[src/rtl/uart_alu_frame_engine_if.sv]
// Byte-stream link between the frame engine and the UART RX/TX cores.
// slave = engine side, master = host/UART side.
interface uart_alu_frame_engine_if;
    logic [7:0] rx_byte;
    logic       rx_valid;
    logic       rx_ready;
    logic [7:0] tx_byte;
    logic       tx_valid;
    logic       tx_ready;

    modport slave (
        input  rx_byte,
        input  rx_valid,
        input  tx_ready,
        output rx_ready,
        output tx_byte,
        output tx_valid
    );

    modport master (
        output rx_byte,
        output rx_valid,
        output tx_ready,
        input  rx_ready,
        input  tx_byte,
        input  tx_valid
    );
endinterface

[src/rtl/uart_alu_frame_engine.sv]
// Framed UART add/sub engine: opcode + A + B in, status + result out.
// Chunked carry-propagate adder, inter-byte timeout, TX backpressure.
module uart_alu_frame_engine #(
    parameter int WIDTH       = 32,
    parameter int CHUNK       = 8,
    parameter int TIMEOUT_CYC = 100000
) (
    input  logic                   sys_clk,
    input  logic                   rst,
    uart_alu_frame_engine_if.slave link,
    output logic                   busy,
    output logic                   done,
    output logic                   frame_err,
    output logic                   cout,
    output logic [15:0]            frame_cnt
);

    localparam int NB = WIDTH / 8;
    localparam int NC = WIDTH / CHUNK;
    localparam int TW = $clog2(TIMEOUT_CYC + 1);

    typedef enum logic [2:0] {
        IDLE,
        RX_A,
        RX_B,
        CALC,
        TX_STAT,
        TX_RES
    } state_t;

    state_t state;
    state_t state_nx;

    logic [7:0]       op;
    logic [WIDTH-1:0] a;
    logic [WIDTH-1:0] b;
    logic [WIDTH-1:0] r;
    logic [4:0]       byte_cnt;
    logic [7:0]       chunk_cnt;
    logic             carry;
    logic [TW-1:0]    tmo_cnt;
    logic             err_f;
    logic             zero_f;
    logic             ovf_f;

    logic             rx_acc;
    logic             tx_acc;
    logic             last_byte;
    logic             last_chunk;
    logic             tmo_hit;
    logic             in_rx;
    logic             is_add;
    logic             is_sub;
    logic             op_err;
    int               base;
    logic [CHUNK-1:0] a_ch;
    logic [CHUNK-1:0] b_ch;
    logic [CHUNK:0]   sum;
    logic [WIDTH-1:0] r_new;
    logic             ovf_new;

    // Handshake qualifiers and one chunk of the carry-propagate adder.
    always_comb begin
        in_rx      = (state == RX_A) || (state == RX_B);
        rx_acc     = link.rx_valid && link.rx_ready;
        tx_acc     = link.tx_valid && link.tx_ready;
        last_byte  = byte_cnt == 5'(NB - 1);
        last_chunk = chunk_cnt == 8'(NC - 1);
        tmo_hit    = tmo_cnt == TW'(TIMEOUT_CYC - 1);
        is_add     = op == 8'h00;
        is_sub     = op == 8'h01;
        op_err     = !(is_add || is_sub);
        base       = CHUNK * int'(chunk_cnt);
        a_ch       = CHUNK'(a >> base);
        b_ch       = CHUNK'(b >> base);
        if (is_sub) begin
            b_ch = ~b_ch;
        end
        sum   = {1'b0, a_ch} + {1'b0, b_ch} + {{CHUNK{1'b0}}, carry};
        r_new = r;
        if (!op_err) begin
            r_new = r | (WIDTH'(sum[CHUNK-1:0]) << base);
        end
        ovf_new = 1'b0;
        if (is_add) begin
            ovf_new = (a[WIDTH-1] == b[WIDTH-1]) &&
                      (r_new[WIDTH-1] != a[WIDTH-1]);
        end else if (is_sub) begin
            ovf_new = (a[WIDTH-1] != b[WIDTH-1]) &&
                      (r_new[WIDTH-1] != a[WIDTH-1]);
        end
    end

    // State register.
    always_ff @(posedge sys_clk) begin
        if (rst) begin
            state <= IDLE;
        end else begin
            state <= state_nx;
        end
    end

    // Next-state and link outputs.
    always_comb begin
        state_nx      = state;
        link.rx_ready = 1'b0;
        link.tx_valid = 1'b0;
        link.tx_byte  = 8'h00;
        busy          = state != IDLE;
        unique case (state)
            IDLE: begin
                link.rx_ready = !rst;
                if (rx_acc) begin
                    state_nx = RX_A;
                end
            end
            RX_A: begin
                link.rx_ready = !rst;
                if (rx_acc && last_byte) begin
                    state_nx = RX_B;
                end else if (!rx_acc && tmo_hit) begin
                    state_nx = IDLE;
                end
            end
            RX_B: begin
                link.rx_ready = !rst;
                if (rx_acc && last_byte) begin
                    state_nx = CALC;
                end else if (!rx_acc && tmo_hit) begin
                    state_nx = IDLE;
                end
            end
            CALC: begin
                if (last_chunk) begin
                    state_nx = TX_STAT;
                end
            end
            TX_STAT: begin
                link.tx_valid = 1'b1;
                link.tx_byte  = {err_f, 4'b0000, zero_f, ovf_f, cout};
                if (link.tx_ready) begin
                    state_nx = TX_RES;
                end
            end
            TX_RES: begin
                link.tx_valid = 1'b1;
                link.tx_byte  = r[WIDTH-1 -: 8];
                if (link.tx_ready && last_byte) begin
                    state_nx = IDLE;
                end
            end
            default: begin
                state_nx = IDLE;
            end
        endcase
    end

    // Datapath: operand capture, chunked add, flags, result shift-out.
    always_ff @(posedge sys_clk) begin
        if (rst) begin
            op        <= '0;
            a         <= '0;
            b         <= '0;
            r         <= '0;
            byte_cnt  <= '0;
            chunk_cnt <= '0;
            carry     <= 1'b0;
            tmo_cnt   <= '0;
            err_f     <= 1'b0;
            zero_f    <= 1'b0;
            ovf_f     <= 1'b0;
            cout      <= 1'b0;
            done      <= 1'b0;
            frame_err <= 1'b0;
            frame_cnt <= '0;
        end else begin
            done      <= 1'b0;
            frame_err <= 1'b0;
            unique case (state)
                IDLE: begin
                    if (rx_acc) begin
                        op       <= link.rx_byte;
                        byte_cnt <= '0;
                        tmo_cnt  <= '0;
                    end
                end
                RX_A, RX_B: begin
                    if (rx_acc) begin
                        tmo_cnt  <= '0;
                        byte_cnt <= last_byte ? 5'd0 : byte_cnt + 5'd1;
                        if (state == RX_A) begin
                            a <= (a << 8) | WIDTH'(link.rx_byte);
                        end else begin
                            b <= (b << 8) | WIDTH'(link.rx_byte);
                        end
                        if (state == RX_B && last_byte) begin
                            chunk_cnt <= '0;
                            carry     <= is_sub;
                            r         <= '0;
                        end
                    end else if (tmo_hit) begin
                        frame_err <= 1'b1;
                        tmo_cnt   <= '0;
                        byte_cnt  <= '0;
                    end else begin
                        tmo_cnt <= tmo_cnt + 1'b1;
                    end
                end
                CALC: begin
                    r         <= r_new;
                    carry     <= sum[CHUNK];
                    chunk_cnt <= chunk_cnt + 8'd1;
                    if (last_chunk) begin
                        err_f  <= op_err;
                        cout   <= op_err ? 1'b0 : sum[CHUNK];
                        zero_f <= op_err ? 1'b1 : (r_new == '0);
                        ovf_f  <= ovf_new;
                    end
                end
                TX_STAT: begin
                end
                TX_RES: begin
                    if (tx_acc) begin
                        r <= r << 8;
                        if (last_byte) begin
                            byte_cnt  <= '0;
                            done      <= 1'b1;
                            frame_cnt <= frame_cnt + 16'd1;
                        end else begin
                            byte_cnt <= byte_cnt + 5'd1;
                        end
                    end
                end
                default: begin
                end
            endcase
        end
    end

endmodule

[src/flat_wrapper.sv]
// flat-port wrapper written by rule: the top's interface ports become plain ports
module uart_alu_frame_engine_flat 
#(
    parameter int WIDTH       = 32,
    parameter int CHUNK       = 8,
    parameter int TIMEOUT_CYC = 100000
)
  (sys_clk, rst, busy, done, frame_err, cout, frame_cnt, link_rx_byte, link_rx_valid, link_tx_ready, link_rx_ready, link_tx_byte, link_tx_valid);
  uart_alu_frame_engine_if link_i ();
  input  logic sys_clk;
  input  logic rst;
  output logic busy;
  output logic done;
  output logic frame_err;
  output logic cout;
  output logic [15:0] frame_cnt;
  input wire logic [$bits(link_i.rx_byte)-1:0] link_rx_byte;
  input wire logic [$bits(link_i.rx_valid)-1:0] link_rx_valid;
  input wire logic [$bits(link_i.tx_ready)-1:0] link_tx_ready;
  output wire logic [$bits(link_i.rx_ready)-1:0] link_rx_ready;
  output wire logic [$bits(link_i.tx_byte)-1:0] link_tx_byte;
  output wire logic [$bits(link_i.tx_valid)-1:0] link_tx_valid;
  assign link_i.rx_byte = link_rx_byte;
  assign link_i.rx_valid = link_rx_valid;
  assign link_i.tx_ready = link_tx_ready;
  assign link_rx_ready = link_i.rx_ready;
  assign link_tx_byte = link_i.tx_byte;
  assign link_tx_valid = link_i.tx_valid;
  uart_alu_frame_engine #(.WIDTH(WIDTH), .CHUNK(CHUNK), .TIMEOUT_CYC(TIMEOUT_CYC)) u_core (.sys_clk(sys_clk), .rst(rst), .link(link_i), .busy(busy), .done(done), .frame_err(frame_err), .cout(cout), .frame_cnt(frame_cnt));
endmodule
[config.mk]
export PLATFORM = sky130hd
export DESIGN_NAME = uart_alu_frame_engine_flat
export DESIGN_NICKNAME = d
export VERILOG_FILES = /design/src/rtl/uart_alu_frame_engine_if.sv /design/src/rtl/uart_alu_frame_engine.sv /design/src/flat_wrapper.sv
export SDC_FILE = /design/constraint.sdc
export NUM_CORES = 1
export LEC_CHECK = 0
export BUFFER_PORTS_ARGS = -buffer_cell sky130_fd_sc_hd__buf_2
export CORE_MARGIN = 1.5
export CORE_UTILIZATION = 68
export CTS_BUF_LIST = sky130_fd_sc_hd__clkbuf_4 sky130_fd_sc_hd__clkbuf_8
export CTS_CLUSTER_DIAMETER = 120
export DETAILED_ROUTE_END_ITERATION = 8
export PLACE_DENSITY = 0.87
export SLEW_MARGIN = 20
export SYNTH_ARGS = -nofsm -noshare
export SYNTH_HDL_FRONTEND = slang
export SYNTH_SLANG_ARGS = --single-unit
export TNS_END_PERCENT = 50
[constraint.sdc]
create_clock -name sys_clk -period 10.84 [get_ports sys_clk]
set_clock_uncertainty 0.05 [all_clocks]
set_input_delay 2.168 -clock sys_clk [delete_from_list [all_inputs] [get_ports sys_clk]]
set_output_delay 2.168 -clock sys_clk [all_outputs]
set_load 0.01 [all_outputs]
# After elaboration in Yosys (flattened, before gate mapping)

Index checks and enable logic that the tools add are counted.

Flip-flop bits (word level): 160
ROM bits: 0
Input port bits: 12
Bits in writable memories: 0
Logic and storage cells: 127
Latch bits: 0
Memories: 0
Output and inout bits: 30

Multiply operators: 0
Shifts and indexed selects: 3
$lt $le $gt $ge: 0
Reduce and logical (&&, ||, !) cells: 35
Bitwise logic cells: 8
Equality and inequality tests: 20
Multiplexer cells: 39
Div/mod/pow operators: 0
Add/subtract/negate cells: 6

Operator list:

| operator                | number |
|---|---|
| $mux W32                | 4 |
| $pmux W32 S3            | 1 |
| $or A32 B8 Y32          | 2 |
| $shr A32 B11 Y8         | 2 |
| $mux W17                | 3 |
| $pmux W17 S2            | 1 |
| $logic_not A32 Y1       | 1 |
| $or A32 B32 Y32         | 1 |
| $pmux W8 S2             | 2 |
| $shl A8 B11 Y32         | 1 |
| $mux W5                 | 5 |
| $mux W8                 | 3 |
| $mux W3                 | 7 |
| $pmux W3 S6             | 1 |
| $add A17 B1 Y17 const B | 1 |
| $eq A17 B17 Y1 const B  | 1 |
| $add A16 B1 Y16 const B | 1 |
| $pmux W5 S3             | 1 |
| $ne A2 B1 Y1 const B    | 6 |
| $reduce_and A3 Y1       | 4 |
| $reduce_and A4 Y1       | 3 |
| $mux W1                 | 10 |
| $add A8 B8 Y9           | 1 |
| $add A9 B1 Y9           | 1 |
| 25 further kinds        | 48 |

# Depth between registers and ports, before layout

Gate-level depths: netlist of run 1.

Word-level depth: 12
Depth in mapped cells: 14
Gate-level depth less buffers: 12

# Worst setup path before layout of run 1

No wires, ideal clock.

Path type: input-to-output
Start point: input rst
End point: output link_rx_ready
Stages on the path: 4
Arrival: 2.997 ns
Path slack: 5.625 ns
Required time: 8.622 ns
Buffers on the path: 3
Path through: buf_2 clkbuf_1 buf_1 nor2_1

Cells in the longest elaborated chain, start to end: 2

Ends and longest elaborated chain:

| item               | line                                                                                     | source |
|---|---|---|
| start: declaration | flat_wrapper.sv:11                                                                       | `input logic rst;` |
| $logic_not A1 Y1   | uart_alu_frame_engine.sv:112, uart_alu_frame_engine.sv:118, uart_alu_frame_engine.sv:126 |  |
| $mux W1            | --                                                                                       |  |
| end: declaration   | flat_wrapper.sv:20                                                                       | `output wire logic [$bits(link_i.rx_ready)-1:0] link_rx_ready;` |

No other way between the ends.

# Worst setup path in the final report of run 1

Ends and elaborated chain as after synthesis.

==> summary.txt, run 1 <==
Synthesis
  • Post-synth EDFFs: 0
  • Syn_nets: 1,001
  • Async S/R FF share, synth: 0
  • Syn Inst Count: 976
  • Mean Syn Cell Area: 8.18 um2
  • Yosys warns: 0
  • Yosys top cell by area: dfxtp_1
  • Post-synth top area share: 0.401
  • Seq/Total Area, Yosys: 0.401
  • Library cells used by synthesis: 70
  • Top cells by area, synth: dfxtp_1 (40%), nand2_1 (8.7%), a21oi_1 (7.0%)
  • Post-Syn Area: 0.00799 mm2
  • Primary FF master, synth: dfxtp_1
  • Yosys reg bits: 160

Placement
  • Placed Area: 0.00812 mm2
  • RD Place Congestion: 0.917
  • Number of port buffers: 41
  • Detailed Place HPWL: 12,100 um

Global routing
  • First-pass GRT wire length: 30,100 um
  • Remaining global-route overflow: 0
  • Vias in the first global route: 6,219
  • Antenna violations before repair: 0
  • Largest net degree at the start of global routing: 82
  • GRT Resource Usage Total: 0.297

Setup path
  • CP max stage delay: 0.63 ns
  • CP Cell Sequence: buf_4, nor2_1, buf_2
  • Worst EP arrival: 3.08 ns
  • Critical path required time: 8.62 ns
  • Crit path buffers/inverters: 2
  • Worst r2r path cells: 12
  • Max FO, Critical Path: 81
  • Worst R2R End: u_core.r[30]$_SDFFE_PP0P_
  • Crit end category: output pin
  • Reg2Reg Launch Point: u_core.op[3]$_SDFFE_PP0P_
  • Slowest stage cell, crit path: buf_4
  • Setup slack, reg-to-reg: 6.11 ns
  • CP Class: in2out
  • Worst path top cell family by delay: buffers and inverters
  • CP startpoint kind: primary input
  • Crit path launch: rst

Drt
  • DR vias/cell: 6.10
  • DR vias: 6,940
  • DRT antenna net count: 0
  • WL per Instance: 15.7 um
  • DRT Wirelength: 17,900 um
  • # DRC: 0
  • DRT Pass-1 Iters: 5
  • Starting DRC count in detailed routing: 712

Timing
  • Unrepaired setup endpoints after global routing: false
  • Slew @ Worst Pin: 1.06 ns
  • Fmax: 189 MHz
  • Min Clock Period, post-route: 5.30 ns
  • Setup violators final: 0
  • Max_slew headroom: 0.285
  • Max Transition Viols Final: 0
  • Final Cycle Share: 0.489
  • Final Hold Fails: 0
  • Worst hold slack: 0.404 ns
  • Fin Setup TNS: 0 ns

Worst hold path
  • Hold Path Stages: 2
  • Hold Path Class: reg2reg
  • HP Start: u_core.b[24]$_SDFFE_PP0P_
  • WHS Endpoint: u_core.b[24]$_SDFFE_PP0P_

Layout
  • Post-route cell area: 0.00851 mm2
  • Nets: 1,006
  • Synthesis-to-finish area growth: 6.50%
  • Multi-input gate area: 0.00441 mm2
  • FF+latch area: 0.00320 mm2
  • Final Util: 0.745
  • Layout cells sized above 1: 0.123
  • Antenna diodes: 0
  • Fillcell total: 869

Power
  • Pleak: 2.94 nW
  • Pwr Total: 1.07 mW
  • Max IR drop VDD: 0.000127 V
  • Power density over cell area: 126 mW/mm2

Clock tree
  • Sink Count: 160
  • Clk buf depth: 2
  • Root Driver: clkbuf_8
  • Htree depth: 4
  • Worst-Skew Late Latency: 0.48 ns
  • CTS tree: built
  • Postcts setup bufs: 0
  • Clock-pin slew on the worst setup and hold paths: 0.09 ns
  • Total CTS buffers: 17
  • Hold_buf cts: 0
  • Cts repair resizes: 0

Floorplanning
  • DIE AREA: 0.0124 mm2
  • Initial core utilization: 0.699
  • IO Pins: 42
  • Core ar.: 0.0114 mm2
  • Core Rows: 39
  • Die Y-Extent: 111 um
  • Horiz. Die Dim: 111 um

Outcome
  • Outcome: finished, final reports clean

Job
  • Max-Cap Viols: 0
-- report_power, final --
group	switching (mW)	total [mW]	internal, mW
Combinational	0.0371	0.0539	0.0168
Clock	0.235	0.425	0.190
Sequential	0.00332	0.593	0.590
-- worst min-delay path, stage by stage (launching register included) --
cell	delay [ns]
dfxtp_1	0.31
nand2_1	0.05
a21oi_1	0.05
-- metrics by stage --
| step | setup WS [ns] | cells |
|---|---|---|
| global placement | 5.54 | 1105 |
| finish | 5.54 | 1137 |
| global route | 5.45 | 1137 |
| detailed placement | 5.55 | 1105 |
| CTS | 5.54 | 1137 |
| floorplan | 5.63 | 976 |
-- how the worst max path moves through the flow --
stage / to / slack, ns / depth (start not counted)
2_1_floorplan: link_rx_ready / 5.63 / 4
3_3_place_gp: link_rx_ready / 5.54 / 3
3_5_place_dp: link_rx_ready / 5.55 / 3
4_1_cts: link_rx_ready / 5.54 / 3
5_1_grt: link_rx_ready / 5.45 / 3
6_report: link_rx_ready / 5.54 / 3
-- placed cells by master, fill, tap and decap left out, types with 11 or more instances in the layout --
cell type	instances
mux4_2	16
nor4_1	16
nor2_1	98
a21oi_1	112
and2_1	13
xnor2_1	18
a22oi_1	12
clkbuf_8	18
nand3_1	34
dfxtp_1	160
inv_1	15
nand2_1	186
xor2_1	31
ha_1	11
buf_2	40
o21ai_0	30
nor3_1	12
a211oi_1	15
-- cells in the mapped netlist (4+ instances only) --
master,n
nand2b_1,4
or4_1,7
o21a_1,4
nand4_1,10
o21ai_0,30
nand2_1,186
o21bai_1,4
and3_1,10
inv_1,15
xnor2_1,18
xor2_1,31
a21oi_1,112
nor4_1,16
buf_1,5
and2_1,13
nor2_1,99
mux2i_1,7
clkbuf_1,45
nor3_1,13
nand3_1,34
a22oi_1,12
mux4_2,16
ha_1,11
o211ai_1,7
dfxtp_1,160
a211oi_1,15
clkbuf_8,6
a21o_1,8
or3_1,6
a311oi_1,7
-- cell families after synthesis --
group	share of synthesized area
buffers and inverters	0.0481
and+or+nand+nor	0.249
DFF	0.401
muxes	0.0539
AOI/OAI and AO/OA	0.172
xor gates and xnor gates	0.0537
adders and majority gates	0.0222
-- final cells by class --
class | instances | area share
Clock inverter | 14 | 0.0154
Clock buffer | 18 | 0.0291
Multi-Input combinational cell | 737 | 0.519
Sequential cell | 160 | 0.377
Tap cell | 143 | 0.0210
Inverter | 15 | 0.00662
Timing Repair Buffer | 50 | 0.0324
-- routing by layer --
metal,up-vias,track usage,part of all wire
met5,-,0,0
met4,0,0.0928,0.014
met3,30,0.0686,0.065
met2,237,0.459,0.46
met1,3237,0.418,0.46
li1,3436,-,-
-- sequential cells by signal (all words and copies together) (netlist names), 3 cells and up --
register          flops
u_core.r             32
u_core.tmo_cnt       17
u_core.chunk_cnt      8
u_core.b             32
u_core.a             32
u_core.byte_cnt       5
u_core.state          3
u_core.frame_cnt     16
u_core.op             8
Power figures use the tool's default switching activity.
==> run 2: changes to the inputs <==
- CORE_UTILIZATION: 68 -> 57
- PLACE_DENSITY: 0.87 -> 0.78
- clock period: 10.84 -> 4.4 ns (I/O delays scaled with it)
==> run 2 against run 1 <==
  * Via count rose by 0.58%
  * Count of clock-buffer cells in the layout rose by 2
  * Combinational power rose by 150%
  * Register-to-register slack got worse by 5.8 ns
  * Setup slack got worse by 5.2 ns
  * Highest routed layer unchanged
==> summary.txt, run 2 (same netlist as run 1, synthesis figures left out) <==
Outcome
  • Outcome: finished, final reports clean

Setup path
  • CP startpoint kind: flip-flop
  • Top cell by count, worst path: fa_1
  • Slowest stage cell, crit path: or4_1
  • Worst R2R End: u_core.r[14]$_SDFFE_PP0P_
  • Max FO, Critical Path: 6 (-93%)
  • Reg2Reg Launch Point: u_core.op[3]$_SDFFE_PP0P_
  • CP Cell Sequence: or4_1, nor4_2, nand2_1, xor2_1, fa_1, fa_1, a21o_1, a221oi_2, mux2i_1, nor2_1, o21ai_0, a311oi_1
  • Critical path required time: 4.66 ns (-3.96 ns)
  • Crit end category: flip-flop
  • CP Class: reg2reg
  • CP max stage delay: 0.65 ns (+0.02 ns)
  • Crit path buffers/inverters: 0 (-2)
  • Worst EP arrival: 4.36 ns (+1.28 ns)
  • Worst r2r path cells: 12 (unchanged)
  • Setup slack, reg-to-reg: 0.30 ns (-5.81 ns)
  • Critical Path Stages: 12 (+9)
  • Worst path top cell family by delay: simple AND/OR/NAND/NOR gates

Power
  • Sequential share of power: 0.517 (-0.036)
  • Combinational share of power: 0.048 (-0.002)
  • Sw power: 0.633 mW (+130%)
  • Pint: 2.19 mW (+180%)
  • Power density over cell area: 326 mW/mm2 (+160%)
  • Clock network power share: 0.435 (+0.038)
  • Pleak: 3.01 nW (+2.5%)
  • Max IR drop VDD: 0.000240 V (+89%)
  • Switching part of the total: 0.224 (-0.0329)

Drt
  • # DRC: 0 (unchanged)
  • DRT Pass-1 Iters: 7 (+2)
  • DR vias: 6,980 (+0.58%)
  • DR vias/cell: 5.93 (-2.8%)
  • DRT antenna net count: 0 (unchanged)
  • WL per Instance: 15.9 um (+1.1%)
  • Starting DRC count in detailed routing: 735 (+3.2%)
  • DRT Wirelength: 18,700 um (+4.7%)

Placement
  • Detailed Place HPWL: 12,700 um (+4.9%)
  • RD Place Congestion: 0.934 (+1.8%)
  • Number of port buffers: 41 (unchanged)

Floorplanning
  • IO Pins: 42 (unchanged)
  • Die Y-Extent: 121 um (+9.0%)
  • Core ar.: 0.0138 mm2 (+21%)
  • Core Rows: 43 (+10%)
  • Horiz. Die Dim: 121 um (+9.0%)
  • Initial core utilization: 0.580 (-0.120)
  • DIE AREA: 0.0147 mm2 (+19%)

Timing
  • Max_slew headroom: 0.258 (-0.0279)
  • Fmax: 244 MHz
  • Final Hold Fails: 0 (unchanged)
  • Worst hold slack: 0.404 ns (-0.000379 ns)
  • Final Cycle Share: 0.932
  • Slew @ Worst Pin: 1.10 ns (+0.0388 ns)
  • Fin Setup TNS: 0 ns (unchanged)
  • Setup violators final: 0 (unchanged)
  • Unrepaired setup endpoints after global routing: false
  • Min Clock Period, post-route: 4.10 ns
  • Max Transition Viols Final: 0 (unchanged)

Layout
  • Most frequent cells in the layout: nand2_1 (186), dfxtp_1 (160), a21oi_1 (112), nor2_1 (98), buf_2 (40)
  • Antenna diodes: 0 (unchanged)
  • Synthesis-to-finish area growth: 8.55%
  • FF+latch area: 0.00320 mm2 (unchanged)
  • Layout cells sized above 1: 0.125 (+0.00264)
  • Fillcell total: 1,200 (+38%)
  • Top flop regs: u_core.a (32), u_core.b (32), u_core.r (32)
  • Nets: 1,012 (+0.60%)
  • Commonest non-fill, non-tap cell in the layout: nand2_1
  • Multi-input gate area: 0.00442 mm2 (+0.11%)

Clock tree
  • Worst-Skew Late Latency: 0.46 ns (-0.02 ns)
  • Sink Count: 160 (unchanged)
  • CTS tree: built
  • Clk buf depth: 2 (unchanged)
  • Root Driver: clkbuf_8
  • Htree depth: 4 (unchanged)
  • Total CTS buffers: 17 (unchanged)
  • Clock-pin slew on the worst setup and hold paths: 0.08 ns (about the same)

Global routing
  • GRT Resource Usage Total: 0.265 (-0.0322)
  • Antenna violations before repair: 0 (unchanged)
  • Remaining global-route overflow: 0 (unchanged)
  • Largest net degree at the start of global routing: 100 (+22%)
  • Vias in the first global route: 6,182 (-0.59%)
  • First-pass GRT wire length: 31,000 um (+2.8%)

Worst hold path
  • HP Start: u_core.a[27]$_SDFFE_PP0P_
  • Hold Path Stages: 2 (unchanged)
  • Hold Path Class: reg2reg
  • WHS Endpoint: u_core.a[27]$_SDFFE_PP0P_

Job
  • Max-Cap Viols: 0 (unchanged)
[run 2: changes by cell type in the layout (fill, tap and decap cells not counted)]
cell,change
bufinv_16,+4
inv_6,-4
a221oi_1,-1
clkbuf_4,+2
buf_4,+6
a221oi_2,+1
clkinvlp_4,-3
and3_1,+1
and3_2,-1
clkinv_2,-2
[run 2: per-layer routing]
layer | up-vias | wire [um] | track usage
li1 | 3446 | - | -
met1 | 3297 | 8650 | 0.375
met2 | 211 | 8540 | 0.403
met3 | 26 | 1210 | 0.0503
met4 | 0 | 346 | 0.0993
met5 | - | 0 | 0
[run 2: cell type report]
cell class                 count  share of cell area
inverter                      15             0.00649
tap                          180              0.0260
sequential                   160               0.369
timing repair buffer          56              0.0369
multi-input combinational    737               0.510
clock buffer                  20              0.0303
clock inverter                 9              0.0212
[run 2: metrics by stage]
step                      power, mW  cells  area, um2  setup WS (ns)   util
final                          2.82   1177       8670          0.301  0.629
after global routing           2.92   1177       8670          0.115  0.629
after CTS                      2.84   1177       8660          0.161  0.629
after detailed placement       1.63   1148       8220          0.235  0.596
after global placement         1.63   1148       8220          0.418  0.596
after floorplan                1.59    976       7990          0.329      -
[run 2: worst max-delay path by stage]
| stage | from | to |
|---|---|---|
| after floorplan | u_core.chunk_cnt[0]$_SDFFE_PP0P_ | u_core.zero_f$_SDFFE_PP0P_ |
| final | u_core.op[3]$_SDFFE_PP0P_ | u_core.r[14]$_SDFFE_PP0P_ |
| after global routing | u_core.op[3]$_SDFFE_PP0P_ | u_core.r[22]$_SDFFE_PP0P_ |
| after CTS | u_core.op[3]$_SDFFE_PP0P_ | u_core.r[14]$_SDFFE_PP0P_ |
| after global placement | u_core.op[3]$_SDFFE_PP0P_ | u_core.zero_f$_SDFFE_PP0P_ |
| after detailed placement | u_core.op[3]$_SDFFE_PP0P_ | u_core.zero_f$_SDFFE_PP0P_ |
[run 2: power by group through the flow]
stage,clock network (mW),registers [mW],logic (mW)
6_report,1.23,1.46,0.134
3_5_place_dp,0,1.50,0.132
4_1_cts,1.25,1.46,0.132
5_1_grt,1.31,1.46,0.147
2_1_floorplan,0,1.49,0.104
3_3_place_gp,0,1.50,0.130
[run 2: what timing repair did]
action,CTS,global route
setup endpoints to repair,0,3
hold buffers,0,0
gates resized for setup,0,1
setup buffers,0,0
[run 2: worst reg2reg max path, stage by stage (launching register included)]
cell and delay [ns]:
dfxtp_1 0.32, or4_1 0.65, nor4_2 0.33, nand2_1 0.15
xor2_1 0.19, fa_1 0.45, fa_1 0.48, a21o_1 0.21
a221oi_2 0.40, mux2i_1 0.35, nor2_1 0.08, o21ai_0 0.18
a311oi_1 0.13
==> run 3: changes to the inputs <==
- BUFFER_PORTS_ARGS: -buffer_cell sky130_fd_sc_hd__buf_2 -> unset
- CORE_UTILIZATION: 57 -> 62
- DONT_BUFFER_PORTS: unset -> 1
- clock period: 4.4 -> 5.05 ns (I/O delays scaled with it)
==> run 3 against run 2 <==
  * Cell count fell by 4.3%
  * Combinational power down 34%
  * Sequential cell count unchanged
  * Sequential power down 13%
  * Wire length down 2.6%
  * Setup slack improved by 0.26 ns
  * Clock power fell by 24%
  * Utilization grew 3.5 points
  * Critical path type unchanged
==> summary.txt, run 3 (same netlist as run 1, synthesis figures left out) <==
Clock tree
  • Postcts setup bufs: 0 (unchanged)
  • Root Driver: clkbuf_8
  • Hold_buf cts: 0 (unchanged)
  • Htree depth: 4 (unchanged)
  • Worst-Skew Late Latency: 0.48 ns (+0.02 ns)
  • Sink Count: 160 (unchanged)
  • CTS tree: built
  • Clk buf depth: 2 (unchanged)
  • Total CTS buffers: 17 (unchanged)
  • Cts repair resizes: 0 (unchanged)
  • Clock-pin slew on the worst setup and hold paths: 0.09 ns (about the same)

Floorplanning
  • Horiz. Die Dim: 116 um (-4.0%)
  • Die Y-Extent: 116 um (-4.0%)
  • DIE AREA: 0.0136 mm2 (-7.9%)
  • Core ar.: 0.0126 mm2 (-8.7%)
  • Core Rows: 41 (-4.7%)
  • Initial core utilization: 0.635 (+0.0556)
  • IO Pins: 42 (unchanged)

Power
  • Max IR drop VDD: 0.000208 V (-13%)
  • Pleak: 2.75 nW (-8.7%)
  • Power density over cell area: 275 mW/mm2 (-16%)

Timing
  • Slew @ Worst Pin: 1.11 ns (+0.0101 ns)
  • Fmax: 223 MHz (-8.7%)
  • Max Transition Viols Final: 0 (unchanged)
  • Max_slew headroom: 0.258 (about the same)
  • Worst setup margin: 0.559 ns (+0.258 ns)
  • Unrepaired setup endpoints after global routing: false
  • Final Cycle Share: 0.889 (-0.0422)
  • Min Clock Period, post-route: 4.49 ns (+0.392 ns)
  • Setup violators final: 0 (unchanged)
  • Final Hold Fails: 0 (unchanged)
  • Fin Setup TNS: 0 ns (unchanged)

Layout
  • Commonest non-fill, non-tap cell in the layout: nand2_1
  • Nets: 966 (-4.5%)
  • Synthesis-to-finish area growth: 4.64%
  • Fillcell total: 1,068 (-11%)
  • Top flop regs: u_core.a (32), u_core.b (32), u_core.r (32)
  • Multi-input gate area: 0.00441 mm2 (about the same)
  • Post-route cell area: 0.00836 mm2 (-3.6%)
  • Antenna diodes: 0 (unchanged)
  • Layout cells sized above 1: 0.0849 (-0.0405)
  • Non-Filler Instances: 1,126 (-4.3%)
  • Final Util: 0.665 (+0.0355)
  • FF+latch area: 0.00320 mm2 (unchanged)
  • Most frequent cells in the layout: nand2_1 (186), dfxtp_1 (160), a21oi_1 (112), nor2_1 (98), nand3_1 (34)

Worst hold path
  • WHS Endpoint: u_core.b[25]$_SDFFE_PP0P_
  • HP Start: u_core.b[25]$_SDFFE_PP0P_
  • Hold Path Class: reg2reg
  • Hold Path Stages: 2 (unchanged)

Global routing
  • Remaining global-route overflow: 0 (unchanged)
  • First-pass GRT wire length: 30,200 um (-2.4%)
  • M2 GR Usage: 0.438 (+0.0355)
  • Met1 GRT Util: 0.396 (+0.0208)
  • Antenna violations before repair: 0 (unchanged)
  • Largest net degree at the start of global routing: 144 (+44%)
  • Grt met3 use: 0.0649 (+0.0146)
  • GRT Resource Usage Total: 0.286 (+0.0206)
  • Vias in the first global route: 5,913 (-4.4%)
  • Most used routing layer: met2

Setup path
  • Crit end category: flip-flop
  • Setup slack, reg-to-reg: 0.56 ns (+0.26 ns)
  • Worst r2r path cells: 12 (unchanged)
  • Worst EP arrival: 4.85 ns (+0.49 ns)
  • Reg2Reg Launch Point: u_core.op[3]$_SDFFE_PP0P_
  • Worst R2R End: u_core.zero_f$_SDFFE_PP0P_
  • Critical path required time: 5.41 ns (+0.75 ns)
  • CP Class: reg2reg
  • Max FO, Critical Path: 9 (+3)
  • CP startpoint kind: flip-flop

Drt
  • DRT Wirelength: 18,200 um (-2.6%)
  • Starting DRC count in detailed routing: 668 (-9.1%)
  • DRT antenna net count: 0 (unchanged)
  • # DRC: 0 (unchanged)
  • WL per Instance: 16.2 um (+1.8%)
  • DR vias: 6,777 (-2.9%)
  • DR vias/cell: 6.02 (+1.5%)
  • DRT Pass-1 Iters: 5 (-2)

Placement
  • RD Place Congestion: 0.984 (+5.4%)
  • Post-placement cell count: 1,094 (-4.7%)
  • Detailed Place HPWL: 12,300 um (-3.4%)
  • Placed Area: 0.00796 mm2 (-3.1%)
  • Setup slack at placement: 0.663 ns (+0.428 ns)
  • Number of port buffers: 0 (-100%)

Outcome
  • Outcome: finished, final reports clean

Job
  • Max-Cap Viols: 0 (unchanged)
-- run 3: cell type report --
type                       instances  area share
multi-input combinational        737       0.528
sequential                       160       0.383
clock buffer                      22      0.0347
tap                              172      0.0258
clock inverter                    10      0.0123
timing repair buffer              10     0.00898
inverter                          15     0.00674
-- run 3: stage by stage --
| step | hold slack [ns] | power, mW |
|---|---|---|
| 3_5_place_dp | 0.388 | 1.39 |
| 6_report | 0.405 | 2.30 |
| 5_1_grt | 0.416 | 2.37 |
| 2_1_floorplan | 0.379 | 1.39 |
| 3_3_place_gp | 0.384 | 1.39 |
| 4_1_cts | 0.401 | 2.31 |
-- run 3: worst max path at each step --
| stage | from | endpoint | slack, ns | depth (start not counted) |
|---|---|---|---|---|
| 2_1_floorplan | u_core.chunk_cnt[0]$_SDFFE_PP0P_ | u_core.zero_f$_SDFFE_PP0P_ | 0.98 | 12 |
| 3_3_place_gp | u_core.op[3]$_SDFFE_PP0P_ | u_core.zero_f$_SDFFE_PP0P_ | 0.79 | 12 |
| 3_5_place_dp | u_core.op[3]$_SDFFE_PP0P_ | u_core.zero_f$_SDFFE_PP0P_ | 0.66 | 12 |
| 4_1_cts | u_core.op[3]$_SDFFE_PP0P_ | u_core.zero_f$_SDFFE_PP0P_ | 0.61 | 12 |
| 5_1_grt | u_core.op[3]$_SDFFE_PP0P_ | u_core.r[30]$_SDFFE_PP0P_ | 0.17 | 12 |
| 6_report | u_core.op[3]$_SDFFE_PP0P_ | u_core.zero_f$_SDFFE_PP0P_ | 0.56 | 12 |
-- run 3: routing by layer --
| metal | up-vias | wire length [um] |
|---|---|---|
| li1 | 3358 | - |
| met1 | 3161 | 8120 |
| met2 | 224 | 8430 |
| met3 | 34 | 1300 |
| met4 | 0 | 391 |
| met5 | - | 0 |
-- run 3: worst max-delay path, cell delays in order (launching register included) --
cell,delay [ns]
dfxtp_1,0.32
or4_1,0.65
nor4_2,0.27
nand2_1,0.35
xor2_1,0.27
fa_1,0.47
fa_1,0.48
a21o_1,0.20
a221oi_1,0.55
xnor2_1,0.18
o31a_1,0.30
o31ai_1,0.20
o2bb2ai_1,0.13
-- run 3: report_power, final --
part | leakage [nW] | switching (mW) | internal [mW]
combinational | 1.27 | 0.0565 | 0.0318
sequential | 1.29 | 0.00743 | 1.27
clock | 0.197 | 0.492 | 0.446
